<file path="src/rtl/pipe_stage_reg_pkg.sv">
// Shared definitions for the generic pipeline stage register and its EX/MEM control packing.
package pipe_stage_reg_pkg;

    localparam int unsigned DEF_DATA_W   = 64;
    localparam int unsigned EXMEM_CTRL_W = 5;

    // EX/MEM control payload, packed at the instance into CTRL
    typedef struct packed {
        logic       mem_read;
        logic       mem_write;
        logic       reg_write;
        logic [1:0] mem_to_reg;
    } exmem_ctrl_t;

    localparam int unsigned EXMEM_MEM_READ_BIT  = 4;
    localparam int unsigned EXMEM_MEM_WRITE_BIT = 3;
    localparam int unsigned EXMEM_REG_WRITE_BIT = 2;
    localparam int unsigned EXMEM_MEM_TO_REG_LO = 0;

    localparam exmem_ctrl_t EXMEM_CTRL_NOP = '0;

endpackage

</file>
<file path="src/rtl/pipe_slot.sv">
// One pipeline slot: valid + data + ctrl with load, clear-to-NOP and hold.
module pipe_slot #(
    parameter int unsigned       DATA_W   = 64,
    parameter int unsigned       CTRL_W   = 5,
    parameter logic [CTRL_W-1:0] CTRL_NOP = '0
) (
    input  logic              clk,
    input  logic              rst_n,
    input  logic              load,
    input  logic              clear,
    input  logic [DATA_W-1:0] d_data,
    input  logic [CTRL_W-1:0] d_ctrl,
    output logic              valid,
    output logic [DATA_W-1:0] data,
    output logic [CTRL_W-1:0] ctrl
);

    // Clear wins over load; data is left stale on clear since it is don't-care for a bubble
    always_ff @(posedge clk or negedge rst_n) begin
        if (!rst_n) begin
            valid <= 1'b0;
            data  <= '0;
            ctrl  <= CTRL_NOP;
        end else if (clear) begin
            valid <= 1'b0;
            ctrl  <= CTRL_NOP;
        end else if (load) begin
            valid <= 1'b1;
            data  <= d_data;
            ctrl  <= d_ctrl;
        end
    end

endmodule

</file>
<file path="src/rtl/pipe_stage_reg.sv">
// Generic valid/ready pipeline register with flush, bubble masking and optional skid entry.
module pipe_stage_reg
    import pipe_stage_reg_pkg::*;
#(
    parameter int unsigned       DATA_W   = DEF_DATA_W,
    parameter int unsigned       CTRL_W   = EXMEM_CTRL_W,
    parameter logic [CTRL_W-1:0] CTRL_NOP = '0,
    parameter bit                SKID     = 1'b1
) (
    input  logic              clk,
    input  logic              rst_n,
    input  logic              flush_i,
    input  logic              in_valid_i,
    output logic              in_ready_o,
    input  logic [DATA_W-1:0] in_data_i,
    input  logic [CTRL_W-1:0] in_ctrl_i,
    output logic              out_valid_o,
    input  logic              out_ready_i,
    output logic [DATA_W-1:0] out_data_o,
    output logic [CTRL_W-1:0] out_ctrl_o
);

    logic              m_valid;
    logic [DATA_W-1:0] m_data;
    logic [CTRL_W-1:0] m_ctrl;
    logic              s_valid;
    logic [DATA_W-1:0] s_data;
    logic [CTRL_W-1:0] s_ctrl;

    logic              accept;
    logic              consume;
    logic              m_load;
    logic              m_clear;
    logic              m_from_s;
    logic [DATA_W-1:0] m_d_data;
    logic [CTRL_W-1:0] m_d_ctrl;

    assign accept   = in_valid_i & in_ready_o;
    assign consume  = m_valid & out_ready_i;
    assign m_d_data = m_from_s ? s_data : in_data_i;
    assign m_d_ctrl = m_from_s ? s_ctrl : in_ctrl_i;

    pipe_slot #(
        .DATA_W   (DATA_W),
        .CTRL_W   (CTRL_W),
        .CTRL_NOP (CTRL_NOP)
    ) u_m (
        .clk    (clk),
        .rst_n  (rst_n),
        .load   (m_load),
        .clear  (m_clear),
        .d_data (m_d_data),
        .d_ctrl (m_d_ctrl),
        .valid  (m_valid),
        .data   (m_data),
        .ctrl   (m_ctrl)
    );

    generate
        if (SKID) begin : g_skid
            logic s_load;
            logic s_clear;

            pipe_slot #(
                .DATA_W   (DATA_W),
                .CTRL_W   (CTRL_W),
                .CTRL_NOP (CTRL_NOP)
            ) u_s (
                .clk    (clk),
                .rst_n  (rst_n),
                .load   (s_load),
                .clear  (s_clear),
                .d_data (in_data_i),
                .d_ctrl (in_ctrl_i),
                .valid  (s_valid),
                .data   (s_data),
                .ctrl   (s_ctrl)
            );

            // Ready comes straight from the skid flop, so no path from out_ready_i
            assign in_ready_o = ~s_valid;

            // Skid drains into M before any new input; S only fills while M stalls
            always_comb begin
                m_load   = 1'b0;
                m_clear  = 1'b0;
                m_from_s = 1'b0;
                s_load   = 1'b0;
                s_clear  = 1'b0;
                if (flush_i) begin
                    m_clear = 1'b1;
                    s_clear = 1'b1;
                end else if (!m_valid || consume) begin
                    if (s_valid) begin
                        m_load   = 1'b1;
                        m_from_s = 1'b1;
                        s_clear  = 1'b1;
                    end else if (accept) begin
                        m_load = 1'b1;
                    end else begin
                        m_clear = 1'b1;
                    end
                end else if (accept) begin
                    s_load = 1'b1;
                end
            end
        end else begin : g_single
            assign s_valid    = 1'b0;
            assign s_data     = '0;
            assign s_ctrl     = CTRL_NOP;
            assign in_ready_o = ~m_valid | out_ready_i;

            always_comb begin
                m_load   = 1'b0;
                m_clear  = 1'b0;
                m_from_s = 1'b0;
                if (flush_i) begin
                    m_clear = 1'b1;
                end else if (accept) begin
                    m_load = 1'b1;
                end else if (consume) begin
                    m_clear = 1'b1;
                end
            end
        end
    endgenerate

    assign out_valid_o = m_valid;
    assign out_data_o  = m_data;
    assign out_ctrl_o  = m_ctrl;

endmodule

</file>
<file path="config.mk">
export PLATFORM = sky130hd
export DESIGN_NAME = pipe_stage_reg
export DESIGN_NICKNAME = d
export VERILOG_FILES = /design/src/rtl/pipe_stage_reg_pkg.sv /design/src/rtl/pipe_slot.sv /design/src/rtl/pipe_stage_reg.sv
export SDC_FILE = /design/constraint.sdc
export NUM_CORES = 1
export LEC_CHECK = 0
export CAP_MARGIN = 20
export CORE_MARGIN = 2
export CORE_UTILIZATION = 40
export DETAILED_ROUTE_END_ITERATION = 7
export PLACE_DENSITY = 0.67
export SLEW_MARGIN = 0
export SYNTH_ARGS = -nofsm -noshare
export SYNTH_HDL_FRONTEND = slang
export SYNTH_SLANG_ARGS = --single-unit
</file>
<file path="constraint.sdc">
create_clock -name clk -period 3.5 [get_ports clk]
set_input_delay 0.875 -clock clk [delete_from_list [all_inputs] [get_ports clk]]
set_output_delay 0.875 -clock clk [all_outputs]
set_load 0.005 [all_outputs]
</file>
==> impl_metrics.yaml <==
detailed_routing:
  dr.max_layer_used: "met4"
  viasPerCell: 5.07
  wl_per_cell_um: 17.3
  drc: 0
  wl_met2_mm: 6.09
  finalWirelength_mm: 12.8
  first_pass_iters: 4
  final_antenna_net_count: 0
  drtIter0Drc: 144
  vias: 3744
  met1_length_mm: 5.52
  wl_met3_mm: 1.03
timing:
  report.final.slew_viol_count: 0
  rsz0062_at_grt: "false"
  hold_violations: 0
  worst_pin_slew_ns: 0.675
  setup-violations-final: 0
  fmax_ghz: 0.346
  finalCriticalPeriod_ns: 2.89
  slew_headroom_pct: 54.7
  period_share_pct: 82.6
  fin_setup_tns_ns: 0
  worst_clock_skew_ns: 0.00486
clock_tree:
  cts_sinks: 140
  clk-insertion-delay-late_ns: 0.42
  post_cts_buffers: 0
  path_clk_slew_ns: 0.06
  clockBufferDepth: 2
  holdBufCountCts: 0
  cts_made_buffers: 17
  cts_tree: "built"
  cts_root_buffer: "clkbuf_16"
  ctsResizeCount: 0
  htreeDepth: 4
global_route:
  antenna_found_initial: 0
  grt_pass1_wl_mm: 21.2
  overflow: 0
  grt_pass1_vias: 4107
  grt_start_max_net_pins: 61
  grt_use_total_pct: 16.9
die:
  die_area_um2: 16200
  num_rows: 45
  fp.dieH_um: 127
  chipWidth_um: 127
  io_pins: 145
  initial_core_util_pct: 40.5
  fp.coreArea_um2: 15000
synth:
  synth_area_leaders: "dfrtp_1, mux2_2, buf_6, mux2_1, buf_4"
  synth_flop_cell: "dfrtp_1"
  synth_seq_cells: 140
  synthArstFlopShare_pct: 100
  synth_top_area_share_pct: 57.6
  syn_area_um2: 6090
  synth_top_cell_by_area: "dfrtp_1"
  synth.avg_cell_area_um2: 15.6
  synth_cells: 391
  ys_warn_count: 0
  ys_types: 20
  syn_nets: 465
  synth-edff-count: 0
  ys_seq_area_share_pct: 57.6
finish:
  drive_gt1_share_pct: 41.6
  area_growth_pct: 36.8
  fin_nets: 611
  instances_no_fill: 738
  antenna_cells: 0
critical_path:
  worstSetupStartpointType: "register"
  required_ns: 2.62
  critical_path_class: "reg2out"
  crit_fanout: 43
  worstPathArrival_ns: 2.02
  end_kind: "output port"
placed_design:
  port_buffers: 144
  dp_cells: 706
  hpwl_mm: 8.35
  gp_congestion: 0.737
outcome:
  status: "finished, final reports clean"
power:
  power.density_nw_per_um2: 603
  irDropWorstVdd_v: 0.000365
  p_leak_nw: 3.43
job:
  cap_violations: 0
hold_path:
  min_path_type: "in2async"
==> Yosys cell counts, types with 2 or more instances <==
cell      number
a211oi_1       6
a21oi_1        6
a22o_1         5
buf_4          7
buf_6          6
buf_8          2
clkbuf_1       8
dfrtp_1      140
mux2_1         5
mux2_2       187
nand3_1        5
nor2_1         6
==> power by group <==
group | internal, W | total (W) | leakage (nW) | switching (W)
combinational | 0.000614 | 0.000872 | 1.41 | 0.000258
clock | 0.00135 | 0.00202 | 0.328 | 0.000673
sequential | 0.00196 | 0.00212 | 1.70 | 0.000169
total | 0.00392 | 0.00502 | 3.43 | 0.00110
==> final cells by class <==
class | count | area, um^2
Fill cell | 1252 | 6710
Sequential cell | 140 | 3510
Timing Repair Buffer | 151 | 1520
Clock buffer | 20 | 447
Inverter | 1 | 3.75
Clock inverter | 12 | 218
Tap cell | 188 | 235
Multi-Input combinational cell | 226 | 2400
==> sequential cells by signal (all words and copies together), names as in the netlist <==
register and flops:
u_m.data 64, g_skid.u_s.data 64, u_m.ctrl 5, g_skid.u_s.valid 1, u_m.valid 1, g_skid.u_s.ctrl 5
==> through the flow <==
step / instance area (um^2) / utilization, % / hold WS (ns) / worst slack (ns) / power (W)
6_report: 8330 / 55.4 / 0.418 / 0.610 / 0.00502
4_1_cts: 8330 / 55.4 / 0.441 / 0.543 / 0.00509
2_1_floorplan: 6090 / - / 0.466 / 1.34 / 0.00252
3_3_place_gp: 7660 / 51.0 / 0.466 / 0.697 / 0.00300
3_5_place_dp: 7660 / 51.0 / 0.476 / 0.652 / 0.00304
5_1_grt: 8330 / 55.4 / 0.454 / 0.443 / 0.00529
==> layer usage <==
metal / track usage (%) / vias up
met3: 6.74 / 12
met4: 6.14 / 0
met1: 20.8 / 1909
li1: - / 1711
met5: 0 / -
met2: 27.1 / 112
==> worst paths after layout <==
path	startpoint	to	slack [ns]	cells after the start
worst max-delay path	g_skid.u_s.valid$_DFFE_PN0P_	in_ready_o	0.61	2
worst min-delay path	rst_n	g_skid.u_s.data[43]$_DFFE_PN0P_	0.42	1
worst max register to register	g_skid.u_s.valid$_DFFE_PN0P_	u_m.data[36]$_DFFE_PN0P_	1.29	4
worst min register to register	u_m.data[11]$_DFFE_PN0P_	u_m.data[11]$_DFFE_PN0P_	0.48	1
max in group asynchronous	rst_n	u_m.data[56]$_DFFE_PN0P_	2.32	2
min in group clk	u_m.data[11]$_DFFE_PN0P_	u_m.data[11]$_DFFE_PN0P_	0.48	1
==> layout by cell type, fill, tap and decap left out, drive strengths merged, types with 5 or more instances in the layout <==
| cell type | netlist | layout |
|---|---|---|
| a22o | 5 | 5 |
| a21oi | 6 | 6 |
| clkbuf | 8 | 20 |
| buf | 16 | 8 |
| nand3 | 5 | 5 |
| nor2 | 6 | 6 |
| dfrtp | 140 | 140 |
| mux2 | 192 | 192 |
| clkdlybuf4s50 | 0 | 143 |
| clkinv | 0 | 6 |
| bufinv | 0 | 6 |
| a211oi | 6 | 6 |
==> cell families after synthesis <==
kind of cell / count (synthesis) / synth area share, %
multiplexers: 192 / 35.5
flip-flops: 140 / 57.6
buffers and inverters: 25 / 3.10
AO/OA/AOI/OAI: 17 / 1.95
AND/OR/NAND/NOR: 17 / 1.87
==> worst max-delay path: stages, from the launching register on <==
cell             delay (ns)
dfrtp_4                0.81
inv_1                  0.24
clkdlybuf4s50_1        0.53
(Power assumes the default switching activity.)
